==> src/rtl/cla_nibble_serial_adder.sv <==
// Nibble-serial wide adder: feeds one nibble pair per clock into a 4-bit CLA slice.
// Latency: NIB clocks from the accepted start edge to the done cycle; one add per NIB+1 cycles.
// Backpressure: start is ignored while busy=1; a start during the done cycle is accepted.
// Optional macro CLA_SERIAL_OVF_EN adds a registered signed-overflow output (ovf).

// 4-bit carry-lookahead slice: all carries come from generate/propagate terms.
module cla4bit (
  input  logic [3:0] a,
  input  logic [3:0] b,
  input  logic       cin,
  output logic [3:0] sum,
  output logic       cout
);

  logic [3:0] g;
  logic [3:0] p;
  logic [4:1] c;

  // Generate/propagate terms and lookahead carries for all four bit positions
  always_comb begin
    g    = a & b;
    p    = a ^ b;
    c[1] = g[0] | (p[0] & cin);
    c[2] = g[1] | (p[1] & g[0]) | (p[1] & p[0] & cin);
    c[3] = g[2] | (p[2] & g[1]) | (p[2] & p[1] & g[0]) | (p[2] & p[1] & p[0] & cin);
    c[4] = g[3] | (p[3] & g[2]) | (p[3] & p[2] & g[1]) | (p[3] & p[2] & p[1] & g[0])
         | (p[3] & p[2] & p[1] & p[0] & cin);
    sum  = p ^ {c[3], c[2], c[1], cin};
    cout = c[4];
  end

endmodule

module cla_nibble_serial_adder #(
  parameter int WIDTH = 16
) (
  input  logic             clk,
  input  logic             rst,
  input  logic             start,
  input  logic [WIDTH-1:0] in0,
  input  logic [WIDTH-1:0] in1,
  input  logic             cin,
  output logic             busy,
  output logic             done,
  output logic [WIDTH-1:0] sum,
`ifdef CLA_SERIAL_OVF_EN
  output logic             ovf,
`endif
  output logic             cout
);

  localparam int NIB  = WIDTH / 4;
  localparam int IDXW = (NIB > 1) ? $clog2(NIB) : 1;
  localparam int BW   = $clog2(WIDTH);

  localparam logic [IDXW-1:0] LAST = IDXW'(NIB - 1);

  localparam logic [1:0] IDLE = 2'd0;
  localparam logic [1:0] RUN  = 2'd1;
  localparam logic [1:0] DONE = 2'd2;

  generate
    if ((WIDTH % 4) != 0 || WIDTH < 4) begin : g_bad_width
      $error("cla_nibble_serial_adder: WIDTH must be a multiple of 4 and at least 4");
    end
  endgenerate

  logic [1:0]       state;
  logic [IDXW-1:0]  idx;
  logic             carry;
  logic [WIDTH-1:0] op_a;
  logic [WIDTH-1:0] op_b;
  logic [WIDTH-1:0] work;
  logic [WIDTH-1:0] work_nx;
  logic [BW-1:0]    bitpos;
  logic [3:0]       a_nib;
  logic [3:0]       b_nib;
  logic [3:0]       s_sum;
  logic             s_cout;

  // Select the current nibble pair and merge the slice result into the work value
  always_comb begin
    bitpos  = BW'({idx, 2'b00});
    a_nib   = op_a[bitpos +: 4];
    b_nib   = op_b[bitpos +: 4];
    work_nx = work;
    work_nx[bitpos +: 4] = s_sum;
  end

  cla4bit u_slice (
    .a    (a_nib),
    .b    (b_nib),
    .cin  (carry),
    .sum  (s_sum),
    .cout (s_cout)
  );

  assign busy = (state == RUN);
  assign done = (state == DONE);

`ifdef CLA_SERIAL_OVF_EN
  logic msb_cin;
  // Carry into the MSB recovered from the MSB sum bit of the final nibble
  assign msb_cin = a_nib[3] ^ b_nib[3] ^ s_sum[3];
`endif

  // Sequencer: capture operands, step one nibble per clock, publish result on the last nibble
  always_ff @(posedge clk) begin
    if (rst) begin
      state <= IDLE;
      idx   <= '0;
      carry <= 1'b0;
      sum   <= '0;
      cout  <= 1'b0;
`ifdef CLA_SERIAL_OVF_EN
      ovf   <= 1'b0;
`endif
    end else begin
      case (state)
        IDLE, DONE: begin
          if (start) begin
            op_a  <= in0;
            op_b  <= in1;
            carry <= cin;
            idx   <= '0;
            state <= RUN;
          end else begin
            state <= IDLE;
          end
        end
        RUN: begin
          work  <= work_nx;
          carry <= s_cout;
          if (idx == LAST) begin
            // Result becomes visible only here, so sum/cout never show partial values
            sum   <= work_nx;
            cout  <= s_cout;
`ifdef CLA_SERIAL_OVF_EN
            ovf   <= s_cout ^ msb_cin;
`endif
            idx   <= '0;
            state <= DONE;
          end else begin
            idx   <= idx + 1'b1;
          end
        end
        default: state <= IDLE;
      endcase
    end
  end

endmodule
==> config.mk <==
export PLATFORM = sky130hd
export DESIGN_NAME = cla_nibble_serial_adder
export DESIGN_NICKNAME = d
export VERILOG_FILES = /design/src/rtl/cla_nibble_serial_adder.sv
export SDC_FILE = /design/constraint.sdc
export NUM_CORES = 1
export LEC_CHECK = 0
export BUFFER_PORTS_ARGS = -buffer_cell sky130_fd_sc_hd__buf_2
export CAP_MARGIN = 30
export CORE_ASPECT_RATIO = 1.5
export CORE_MARGIN = 2
export CORE_UTILIZATION = 30
export DETAILED_ROUTE_END_ITERATION = 8
export PLACE_DENSITY = 0.61
export SYNTH_ARGS = -nofsm -noshare
export SYNTH_HDL_FRONTEND = slang
export SYNTH_SLANG_ARGS = --single-unit
==> constraint.sdc <==
create_clock -name clk -period 2.6 [get_ports clk]
set_clock_uncertainty 0.2 [all_clocks]
set_input_delay 0.13 -clock clk [delete_from_list [all_inputs] [get_ports clk]]
set_output_delay 0.13 -clock clk [all_outputs]
set_load 0.05 [all_outputs]
# --- Word level (Yosys, flattened, before mapping) ---
# Cells that the tools add are included.
word_totals:
  ff_bits: 70
  input_bits: 36
  output_inout_bits: 19
  wordCells: 65
op_classes:
  addsub: 2
  n_eq_ne: 5
  shift: 4
  muxes: 9
  n_bitwise: 30
  reduce_logical: 7
op_table:
  columns: ["op", "count"]
  rows:
  - ["variable part select 16 x 5 -> 4 bit", 2]
  - ["bitwise AND 1 bit", 16]
  - ["bitwise mux 16 bit", 1]
  - ["variable shift 4 x 6 -> 16 bit (first input constant)", 1]
  - ["variable part select 4 x 6 -> 16 bit", 1]
  - ["bitwise OR 1 bit", 10]
  - ["case mux 2 bit (2 select lines)", 2]
  - ["XOR 4 bit", 2]
  - ["2-to-1 mux 2 bit", 3]
  - ["negation 4 -> 6 bit", 1]
  - ["AND reduction 2 bit", 3]
  - ["bitwise AND 4 bit", 1]
  - ["equality test 2 bit (second input constant)", 2]
  - ["AND reduction 3 bit", 1]
  - ["adder 2 x 1 -> 2 bit (second input constant)", 1]
  - ["equality test 2 x 1 -> 1 bit (second input constant)", 1]
  - ["zero test 2 bit", 1]
  - ["2-to-1 mux 1 bit", 2]
  - ["inequality test 2 x 1 -> 1 bit (second input constant)", 1]
  - ["inequality test 2 bit (second input constant)", 1]
  - ["case mux 1 bit (2 select lines)", 1]
  - ["nonzero test 2 bit", 1]
  - ["OR reduction 2 bit", 1]
  - ["inverter 1 bit", 1]

# --- Depth between registers and ports, before layout ---
depth:
  depth_word: 9
  depth_mapped: 7
  mapped_depth_nobuf: 6

# --- Modules after synthesis ---
# A second synthesis with hierarchy kept.
unflattened:
  cells_unflattened: 220
  area_unflattened_um2: 3079.2
by_module_without_submodules:
  columns: ["module", "instances", "cells_each", "area_each_um2", "seq_area_each_um2"]
  rows:
  - ["cla_nibble_serial_adder", 1, 203, 2931.6, 1881.8]
  - ["cla4bit", 1, 17, 147.6, 0.0]

# --- Worst setup path before layout ---
# No wires, ideal clock.
synth_timing:
  kind: "flip-flop to flip-flop"
  start: "register idx[0]"
  end: "register work[11] (data pin)"
  setup_ns: 0.275
  arrival_time_ns: 2.401
  required_ns: 2.125
  path_slack_ns: -0.275
  path_stages_with_launch: 8
  path_buffers: 1
  period_less_slack_ns: 2.875
  cell_sequence: "dfxtp_1 buf_2 mux4_2 ha_1 a21oi_1 o21ai_1 xnor2_1 o21ai_0"
synth_between:
  elab_chain_len: 9
  elab_cells_between_ends: 24
  cone_classes: "1 x add/sub; 4 x shift; 1 x mux; 18 x bitwise"
synth_lines:
  columns: ["item", "line_no", "rtl"]
  rows:
  - ["start, declared", "69", "logic [IDXW-1:0] idx;"]
  - ["start signal, assigned", "144", "idx <= idx + 1'b1;"]
  - ["variable part select 16 x 5 -> 4 bit (on tied branches)", "84, 85", null]
  - ["XOR 4 bit or bitwise AND 4 bit (tied branches)", "22, 21", null]
  - ["bitwise AND 1 bit", "25", "c[3] = g[2] | (p[2] & g[1]) | (p[2] & p[1] & g[0]) | (p[2] & p[1] & p[0] & cin);"]
  - ["bitwise OR 1 bit or bitwise AND 1 bit (tied branches) (2 in series)", "25", null]
  - ["bitwise OR 1 bit", "25", null]
  - ["XOR 4 bit", "28", "sum = p ^ {c[3], c[2], c[1], cin};"]
  - ["variable part select 4 x 6 -> 16 bit", "87", "work_nx[bitpos +: 4] = s_sum;"]
  - ["bitwise mux 16 bit *", "87", null]
  - ["named net work_nx[11]", "74", "logic [WIDTH-1:0] work_nx;"]
  - ["end signal, assigned", "132", "work <= work_nx;"]
  - ["end, declared", "73", "logic [WIDTH-1:0] work;"]
# The timed path passes the listed nets; every way through them passes the cells marked *.
# A chain may end at the register's enable or synchronous reset.

# --- Worst setup path after layout ---
layout_timing:
  start: "register idx[0]"
  end: "register sum[14]"
layout_between:
  elab_chain_len: 9
  elab_cells_between_ends: 26
  cone_classes: "1 x add/sub; 1 x eq/ne; 4 x shift; 1 x mux; 18 x bitwise; 1 x reduce/logical"
layout_lines:
  columns: ["item", "line_no", "rtl"]
  rows:
  - ["variable part select 16 x 5 -> 4 bit (on tied branches)", "84, 85", null]
  - ["XOR 4 bit or bitwise AND 4 bit (tied branches)", "22, 21", null]
  - ["bitwise AND 1 bit", "25", null]
  - ["bitwise OR 1 bit or bitwise AND 1 bit (tied branches) (2 in series)", "25", null]
  - ["bitwise OR 1 bit", "25", null]
  - ["XOR 4 bit", "28", null]
  - ["variable part select 4 x 6 -> 16 bit", "87", null]
  - ["bitwise mux 16 bit", "87", null]
  - ["end signal, assigned", "136", "sum <= work_nx;"]
  - ["end, declared", "45", "output logic [WIDTH-1:0] sum,"]
# Parallel ways exist; a longest one is shown, timed or not.

==> run_results.csv <==
group,metric,value,unit
status,status,"finished, final reports clean",
floorplanning,die_y,126,um
placement,io_buffers,54,
floorplanning,io_pins,55,
drt,post_drt_wl_per_cell,14.8,um
timing,setup_ws,75.8,ps
yosys,ys.flop_type,"edfxtp_1",
yosys,yosysUniqueCellTypes,39,
global_routing,overflow,0,
global_routing,grt_max_degree,33,
yosys,syn_avg_cell_area,14.4,sq um
floorplanning,core,9690,sq um
timing,max_freq,396,MHz
clock_network,cts_tree,"done",
clock_network,path_clk_slew,60,ps
drt,vias_per_cell,4.71,
timing,finalCriticalPeriod,2520,ps
global_routing,grt_pass1_wl,10000,um
finish,area_growth_syn_to_layout,38.5,%
clock_network,clockRootBuffer,"clkbuf_16",
worst_hold_path,hold_class,"primary input to flop",
clock_network,cts_made_buffers,9,
timing,setup_viol,0,
floorplanning,num_rows,44,
drt,vias,2015,
power,ir_drop,0.421,mV
global_routing,grt_pass1_vias,2050,
critical_path,path_max_fanout,7,
finish,multi_input_area,1100,sq um
yosys,ys_seq_area_share,62.8,%
finish,seq_area,1890,sq um
yosys,ys_seq_elements,70,
drt,drcViolationCount,0,
yosys,synth_warnings,0,
yosys,synth_area_leaders,"edfxtp_1, dfxtp_1, mux4_2, ha_1, nor2_1",
global_routing,track_usage,12.3,%
finish,diodes,0,
critical_path,required,2640,ps
power,report.power.total,2920,uW
floorplanning,dieArea,10800,sq um
drt,drtPass1Iterations,4,
critical_path,slowest_delay,570,ps
timing,hold_viol,0,
critical_path,crit_chain,"mux4_2 -> ha_4 -> a211oi_2 -> nor3b_2 -> or3_4 -> a311oi_2",
finish,layout_commonest_cell,"buf_2",
yosys,syn_nets,256,
finish,nNetsFinal,356,
critical_path,slowest_stage,"mux4_2",
placement,dpl_worst_slack,53.7,ps
drt,final_antenna_net_count,0,
drt,drtIter0Drc,104,
power,power-per-cell-area,703,nW/um^2
timing,worst_pin_slew,686,ps
placement,dpl.hpwl,4420,um
critical_path,cp-end-kind,"flop",
timing,drv_slew,0,
power,p_leak,0.00164,uW
yosys,synthArstFlopShare,0,%
finish,layout_common_cells,"buf_2, edfxtp_1, dlygate4sd3_1, dfxtp_1, nor2_1",
clock_network,htree_levels,3,
yosys,synth_edf_count,48,
clock_network,cts.path.max_buffers,2,
finish,n_fill_cell,919,
timing,rsz0062_at_grt,"true",
global_routing,antenna_found_initial,0,
critical_path,path_class,"flop to flop",
yosys,synth_largest_area_cell,"edfxtp_1",
run,max-cap-violations,0,
floorplanning,start_util,30.9,%
yosys,synth_top_cell_area_share,48.1,%
floorplanning,die_w,85.6,um
critical_path,cp-start-kind,"flop",
critical_path,arrival,2570,ps
clock_network,cts.sinks,70,
clock_network,clock_latency,330,ps
yosys,syn_inst,208,
timing,relSlewSlack,54.2,%
timing,period_share,97.1,%
finish,drive_gt1_share,33.5,%
drt,drt-total-wl,6310,um
placement,place_congestion,0.788,
yosys,netlist_area,3000,sq um
==> state kept, by name, indices dropped and copies added (netlist names) <==
register / count
sum: 16
work: 16
op_b: 16
state: 2
idx: 2
op_a: 16
carry: 1
cout: 1
==> cells by family (layout without fill, tap and decap cells) <==
| kind of cell | Yosys count | after routing | synth area share (%) |
|---|---|---|---|
| compound gates | 41 | 41 | 10.5 |
| mux | 15 | 15 | 8.35 |
| flops | 70 | 70 | 62.8 |
| xor+xnor | 2 | 2 | 0.585 |
| simple gates | 48 | 48 | 9.65 |
| buf+inv | 20 | 125 | 2.84 |
| fa+ha+maj | 12 | 12 | 5.26 |
==> per-layer routing <==
layer / vias up / routed length [um] / global-route usage, %
met5: - / 0 / 0
met4: 0 / 181 / 6.82
met3: 15 / 255 / 3.38
met2: 47 / 3510 / 22.2
met1: 971 / 2370 / 12.7
li1: 982 / - / -
==> Yosys cell counts (all sizes together) (2+ instances only) <==
| cell type | instances |
|---|---|
| a22oi | 3 |
| a21oi | 3 |
| edfxtp | 48 |
| xnor2 | 2 |
| or3 | 3 |
| nand4bb | 3 |
| nand2 | 5 |
| a311oi | 4 |
| ha | 11 |
| nand2b | 10 |
| o22ai | 9 |
| nor2b | 3 |
| inv | 13 |
| a21o | 4 |
| o21bai | 4 |
| mux2i | 7 |
| dfxtp | 22 |
| clkbuf | 2 |
| a211oi | 3 |
| buf | 5 |
| mux4 | 8 |
| nor2 | 19 |
| o21ai | 5 |
| o31ai | 4 |
==> area by class of cell <==
type                            instances  share of cell area, %
Sequential cell                        70                   45.4
Multi-Input combinational cell        118                   26.6
Timing Repair Buffer                   96                   16.2
Clock buffer                           10                   5.76
Tap cell                              115                   3.47
Clock inverter                          6                   1.45
Inverter                               13                   1.18
==> report_power, final <==
part | leakage [uW] | total [uW] | internal, uW | switching (uW)
sequential | 0.000624 | 1280 | 1250 | 22.7
clock | 0.000153 | 1210 | 764 | 445
combinational | 0.000863 | 432 | 210 | 222
==> critical path, delay by kind of cell (launching register included) <==
kind / cells / cell delay, ps
compound gates: 2 / 480
fa+ha+maj: 1 / 270
flops: 1 / 400
mux: 1 / 570
simple gates: 2 / 510
==> path summary, 6_finish.rpt <==
kind / endpoint / start / slack [ps] / cells past startpoint
max reg2reg: sum[14]$_SDFFE_PP0P_ / idx[0]$_SDFFE_PP0P_ / 80 / 6
min reg2reg: sum[8]$_SDFFE_PP0P_ / sum[8]$_SDFFE_PP0P_ / 290 / 2
max: sum[14]$_SDFFE_PP0P_ / idx[0]$_SDFFE_PP0P_ / 80 / 6
min: sum[8]$_SDFFE_PP0P_ / rst / 40 / 2
==> what timing repair did <==
item                                   4_1_cts  5_1_grt
hold buffers                                34        0
gates resized for setup                      0       10
endpoints found under the hold margin       34        0
buffers inserted                             0        2
setup endpoints to repair                    0       12
==> stage by stage <==
stage | cells | hold WS, ps | setup TNS [ps] | util (%) | instance area [sq um]
6_report | 428 | 41.8 | 0 | 42.8 | 4150
5_1_grt | 428 | 48.0 | -87.3 | 42.8 | 4150
4_1_cts | 426 | 31.3 | 0 | 42.2 | 4090
3_5_place_dp | 376 | 108 | 0 | 35.6 | 3450
3_3_place_gp | 376 | 107 | 0 | 35.6 | 3450
2_1_floorplan | 208 | 28.9 | 0 | - | 3030
Note: power is estimated with default switching activity, not from simulation.
